### src/rtl/nqueens_pkg.sv
// nqueens_pkg: shared FSM state enum, index-width helper and solution-counter width
package nqueens_pkg;
  typedef enum logic [2:0] {IDLE, CHECK, NEXT, BACKTRACK, DONE} state_e;
  localparam int SOL_COUNT_W = 32;
  function automatic int max1_clog2(input int n);
    return ($clog2(n) < 1) ? 1 : $clog2(n);
  endfunction
endpackage

### src/rtl/nqueens_solver_if.sv
// nqueens_solver_if: start/busy/done handshake plus found, solution and sol_count result bus
interface nqueens_solver_if import nqueens_pkg::*; #(
  parameter int N = 8,
  parameter int W = max1_clog2(N)
);
  logic start;
  logic busy;
  logic done;
  logic found;
  logic [N*W-1:0] solution;
  logic [SOL_COUNT_W-1:0] sol_count;
  modport master(output start, input busy, done, found, solution, sol_count);
  modport slave(input start, output busy, done, found, solution, sol_count);
endinterface

### src/rtl/queen_pair_safe.sv
// queen_pair_safe: combinational test that two queens (row,col) do not attack each other
module queen_pair_safe import nqueens_pkg::*; #(
  parameter int W = 3
) (
  input  logic [W-1:0] row_a,
  input  logic [W-1:0] col_a,
  input  logic [W-1:0] row_b,
  input  logic [W-1:0] col_b,
  output logic         safe
);
  logic signed [W:0] dr, dc;
  logic [W:0] adr, adc;
  assign dr = $signed({1'b0, row_a}) - $signed({1'b0, row_b});
  assign dc = $signed({1'b0, col_a}) - $signed({1'b0, col_b});
  assign adr = dr[W] ? $unsigned(-dr) : $unsigned(dr);
  assign adc = dc[W] ? $unsigned(-dc) : $unsigned(dc);
  assign safe = !(row_a == row_b || col_a == col_b || adr == adc);
endmodule

### src/rtl/nqueens_solver.sv
// nqueens_solver: backtracking N-queens FSM with start/done handshake, COUNT_ALL_SOLUTIONS_EN counts all solutions
module nqueens_solver import nqueens_pkg::*; #(
  parameter int N = 8,
  localparam int W = max1_clog2(N)
) (
  input logic clk,
  input logic rst_n,
  nqueens_solver_if.slave bus
);
  localparam logic [2:0] S_IDLE = IDLE;
  localparam logic [2:0] S_CHECK = CHECK;
  localparam logic [2:0] S_NEXT = NEXT;
  localparam logic [2:0] S_BACKTRACK = BACKTRACK;
  localparam logic [2:0] S_DONE = DONE;
  localparam logic [W-1:0] ONE = W'(1);
  localparam logic [W-1:0] LAST = W'(N - 1);
  logic [2:0] state;
  logic [W-1:0] row, col, chk;
  logic [W-1:0] cols [N];
  logic [N*W-1:0] cand;
  logic pair_ok, accept, complete;
  queen_pair_safe #(.W(W)) u_pair (
    .row_a(row),
    .col_a(col),
    .row_b(chk),
    .col_b(cols[chk]),
    .safe (pair_ok)
  );
  for (genvar i = 0; i < N; i++) begin : g_cand
    assign cand[i*W +: W] = (i == N - 1) ? col : cols[i];
  end
  assign accept = state == S_IDLE && bus.start;
  assign complete = state == S_CHECK && chk == row && row == LAST;
  assign bus.busy = state != S_IDLE;
  assign bus.done = state == S_DONE;
  always_ff @(posedge clk) begin
    if (!rst_n) begin
      state <= S_IDLE;
      row <= '0;
      col <= '0;
      chk <= '0;
      for (int r = 0; r < N; r++) cols[r] <= '0;
    end else begin
      case (state)
        S_IDLE: if (bus.start) begin
          state <= S_CHECK;
          row <= '0;
          col <= '0;
          chk <= '0;
        end
        S_CHECK: if (chk == row) begin
          cols[row] <= col;
          if (row != LAST) begin
            row <= row + ONE;
            col <= '0;
            chk <= '0;
          end else begin
`ifdef COUNT_ALL_SOLUTIONS_EN
            state <= S_NEXT;
`else
            state <= S_DONE;
`endif
          end
        end else if (pair_ok) begin
          chk <= chk + ONE;
        end else begin
          state <= S_NEXT;
        end
        S_NEXT: if (col == LAST) begin
          state <= S_BACKTRACK;
        end else begin
          col <= col + ONE;
          chk <= '0;
          state <= S_CHECK;
        end
        S_BACKTRACK: if (row == '0) begin
          state <= S_DONE;
        end else begin
          row <= row - ONE;
          col <= cols[row - ONE];
          state <= S_NEXT;
        end
        default: state <= S_IDLE;
      endcase
    end
  end
`ifdef COUNT_ALL_SOLUTIONS_EN
  logic [SOL_COUNT_W-1:0] sol_cnt;
  logic [N*W-1:0] sol_q;
  always_ff @(posedge clk) begin
    if (!rst_n || accept) begin
      sol_cnt <= '0;
      sol_q <= '0;
    end else if (complete) begin
      sol_cnt <= sol_cnt + 1'b1;
      sol_q <= (sol_cnt == '0) ? cand : sol_q;
    end
  end
  assign bus.found = sol_cnt != '0;
  assign bus.solution = sol_q;
  assign bus.sol_count = sol_cnt;
`else
  logic found_q;
  always_ff @(posedge clk) begin
    if (!rst_n || accept) found_q <= 1'b0;
    else if (complete) found_q <= 1'b1;
  end
  assign bus.found = found_q;
  assign bus.solution = found_q ? cand : '0;
  assign bus.sol_count = {{(SOL_COUNT_W-1){1'b0}}, found_q};
`endif
endmodule
### src/flat_wrapper.sv
// flat-port wrapper written by rule: the top's interface ports become plain ports
module nqueens_solver_flat import nqueens_pkg::*;
#(
  parameter int N = 8,
  localparam int W = max1_clog2(N)
)
  (clk, rst_n, bus_start, bus_busy, bus_done, bus_found, bus_solution, bus_sol_count);
  nqueens_solver_if #(.N(N)) bus_i ();
  input logic clk;
  input logic rst_n;
  input wire logic [$bits(bus_i.start)-1:0] bus_start;
  output wire logic [$bits(bus_i.busy)-1:0] bus_busy;
  output wire logic [$bits(bus_i.done)-1:0] bus_done;
  output wire logic [$bits(bus_i.found)-1:0] bus_found;
  output wire logic [$bits(bus_i.solution)-1:0] bus_solution;
  output wire logic [$bits(bus_i.sol_count)-1:0] bus_sol_count;
  assign bus_i.start = bus_start;
  assign bus_busy = bus_i.busy;
  assign bus_done = bus_i.done;
  assign bus_found = bus_i.found;
  assign bus_solution = bus_i.solution;
  assign bus_sol_count = bus_i.sol_count;
  nqueens_solver #(.N(N)) u_core (.clk(clk), .rst_n(rst_n), .bus(bus_i));
endmodule
### config.mk
export PLATFORM = sky130hd
export DESIGN_NAME = nqueens_solver_flat
export DESIGN_NICKNAME = d
export VERILOG_FILES = /design/src/rtl/nqueens_pkg.sv /design/src/rtl/nqueens_solver_if.sv /design/src/rtl/queen_pair_safe.sv /design/src/rtl/nqueens_solver.sv /design/src/flat_wrapper.sv
export SDC_FILE = /design/constraint.sdc
export NUM_CORES = 1
export LEC_CHECK = 0
export ABC_AREA = 1
export BUFFER_PORTS_ARGS = -buffer_cell sky130_fd_sc_hd__buf_2
export CAP_MARGIN = 20
export CORE_MARGIN = 5
export CORE_UTILIZATION = 55
export CTS_CLUSTER_SIZE = 8
export DETAILED_ROUTE_END_ITERATION = 8
export GPL_TIMING_DRIVEN = 1
export HOLD_SLACK_MARGIN = 0.08
export PLACE_DENSITY = 0.87
export SKIP_CTS_REPAIR_TIMING = 1
export SLEW_MARGIN = 20
export SYNTH_ARGS = -nofsm -noshare
export SYNTH_HDL_FRONTEND = slang
export SYNTH_SLANG_ARGS = --single-unit
export TNS_END_PERCENT = 100
### constraint.sdc
create_clock -name clk -period 5.9 [get_ports clk]
set_clock_uncertainty 0.1 [all_clocks]
set_input_delay 0.295 -clock clk [delete_from_list [all_inputs] [get_ports clk]]
set_output_delay 0.295 -clock clk [all_outputs]
set_load 0.05 [all_outputs]
==> results.cfg <==
[synth]
synthesis.area_sq_mm = 0.00324
seq_area_frac_synth_pct = 32.1
ys_types = 38
syn_inst = 474
ys_seq_elements = 40
syn_area_per_cell_sq_um = 6.84
yosysWarningCount = 0

[routing]
drc = 0
drt_first_pass_iters = 5
routed_via_density = 5.10
drtIter0Drc = 265
drtAntennaViolNets = 0
vias = 2926
drt-wirelength-per-cell_microns = 12.7
wl_microns = 7270

[min_path]
min_delay_path_depth = 4
hp-class = primary input to flop

[clocking]
path_clk_slew_ns = 0.08
htreeDepth = 2
clock_path_buffers = 2
clk_latency_ns = 0.30
clock-sinks = 40
clockRootBuffer = clkbuf_8
cts_tree = yes
cts_buffers = 5

[critical_path]
critPathLaunchType = flop
crit_fanout = 15
r2r_cells = 23
arrival_ns = 3.59
critPathMostFrequentCell = nand2_1
crit_family = adder cells
critPathSlowestCell = fa_1
critPathBufInv = 4
worstSetupPathType = flop to flop
crit_required_ns = 5.98
end_kind = flop
cp_cell_sequence = inv_1 > o21ai_0 > a21oi_1 > a31oi_1 > ha_1 > inv_1 > fa_1 > inv_1 > ha_1 > inv_1 > nand3_1 > nand2_1 > nand2_1 > nand2_1 > nand2_1 > nand2_1 > nand2_1 > nand2_1 > nand2_2 > nand2_2 > nand2_1 > nand2_1 > nor2_1
critPathMaxStageDelay_ns = 0.59
critical_path_depth = 23

[global_route]
grt_pass1_wl_microns = 11700
grt_usage_pct = 19.4
use_met2_pct = 33.4
met3_usage_pct = 2.85
gr-usage-met1_pct = 25.5
grt_overflow = 0
antenna_found_initial = 0
grt_start_max_net_pins = 28
top_usage_layer = met2
grt_pass1_vias = 2555

[cells_and_area]
layout_commonest_cell = nand2_1
diodes = 0
post-route-cell-area_sq_mm = 0.00342
most-common-layout-cells = nand2_1, inv_1, nor2_1
final_core_util_pct = 58.9
fin_nets = 518
drive_above_1_share_pct = 12.6
syn2layout_area_growth_pct = 5.55

[timing]
finalCritPeriodShare_pct = 59.4
relSlewSlack_pct = 45.7
fin_setup_tns_ns = 0
worst_pin_slew_ns = 0.813
hold_viol_final = 0
slew_viol_final = 0
fmax_ghz = 0.286
setup_viol = 0
post-route-min-period_ns = 3.50
rsz0062_at_grt = false

[placement]
dpl_cell_area_sq_mm = 0.00331
place_hpwl_microns = 5670
place.gp.congestion = 0.988
port_buffers = 30

[floorplanning]
fp-row-count = 28
core-area_sq_mm = 0.00582
dieArea_sq_mm = 0.00754
die_w_microns = 86.8
ioPinCount = 62
die_h_microns = 86.8
start_util_pct = 55.8

[power_and_ir_drop]
peakVddDrop_mv = 0.334
total_power_uw = 2090
powerDensity_mw_per_mm2 = 610
p_leak_uw = 0.00182

[run]
maxCapViolations = 0

[outcome]
status = finished clean
## worst paths after layout
kind	end	from	slack, ns
setup reg to reg	flop	flop	2.40
hold / removal	u_core.bus.found	bus_start	0.23
hold reg to reg	u_core.col[0]	u_core.col[0]	0.43
setup / recovery	flop	flop	2.40
## per-layer routing
metal	up-vias	wire length (microns)
li1	1469	-
met1	1316	2970
met2	131	3550
met3	10	667
met4	0	89
met5	-	0
## flip-flops by register name, indices dropped and copies added, names as in the netlist, named ones only
signal	cells
u_core.bus.found	1
u_core.chk	3
u_core.col	3
u_core.cols	24
u_core.row	3
u_core.state	3
## synth_stat cells, drive strengths merged
cell type | n | area, sq um
fa | 2 | 40.0
clkinv | 1 | 3.75
mux2i | 1 | 10.0
o31ai | 1 | 7.51
conb | 1 | 3.75
o21bai | 2 | 15.0
o21ai | 28 | 144
o211ai | 8 | 60.1
buf | 37 | 265
a21oi | 20 | 100
nor3 | 6 | 56.3
a211oi | 1 | 7.51
nand4 | 2 | 18.8
or2 | 1 | 6.26
o221ai | 2 | 17.5
nor2 | 79 | 350
edfxtp | 24 | 721
o22ai | 1 | 6.26
xnor2 | 3 | 26.3
o32ai | 1 | 8.76
nand2 | 118 | 453
dfxtp | 16 | 320
a31oi | 1 | 6.26
ha | 15 | 188
clkbuf | 6 | 22.5
inv | 81 | 307
nand3 | 16 | 80.1
## cells by family (layout without fill, tap and decap cells)
logic type	Yosys count	after routing	synth area share [%]
AO/OA/AOI/OAI	65	65	11.5
XOR/XNOR	3	3	0.810
adder cells (fa/ha/maj)	17	17	7.02
buffers and inverters	125	120	18.4
flip-flops	40	40	32.1
multiplexers	1	1	0.309
other	1	31	0.116
AND/OR/NAND/NOR	222	222	29.7
## stage by stage
stage               std cells  setup WS (ns)  hold slack [ns]
detailed placement        566           2.43            0.414
global route              574           1.99            0.253
floorplan                 504           2.76            0.389
finish                    574           2.40            0.231
global placement          566           2.60            0.407
CTS                       574           2.41            0.230
## area by class of cell
class                   instances  area (sq um)
fillers                       519          2390
multi-input cells             339          1720
clock buffers                   5          68.8
flip-flops and latches         40          1040
repair buffers                 30           150
well taps                      75          93.8
clock inverters                 3          42.5
inverters                      82           310
## worst min-delay path, stage by stage
cell    delay [ns]
buf_2         0.09
inv_1         0.06
nor2_1        0.06
nor2_1        0.09
## where the power goes
part,internal (uW),switching [uW]
Combinational,496,945
Clock,125,99.3
Sequential,342,79.6
Power figures use the tool's default switching activity.
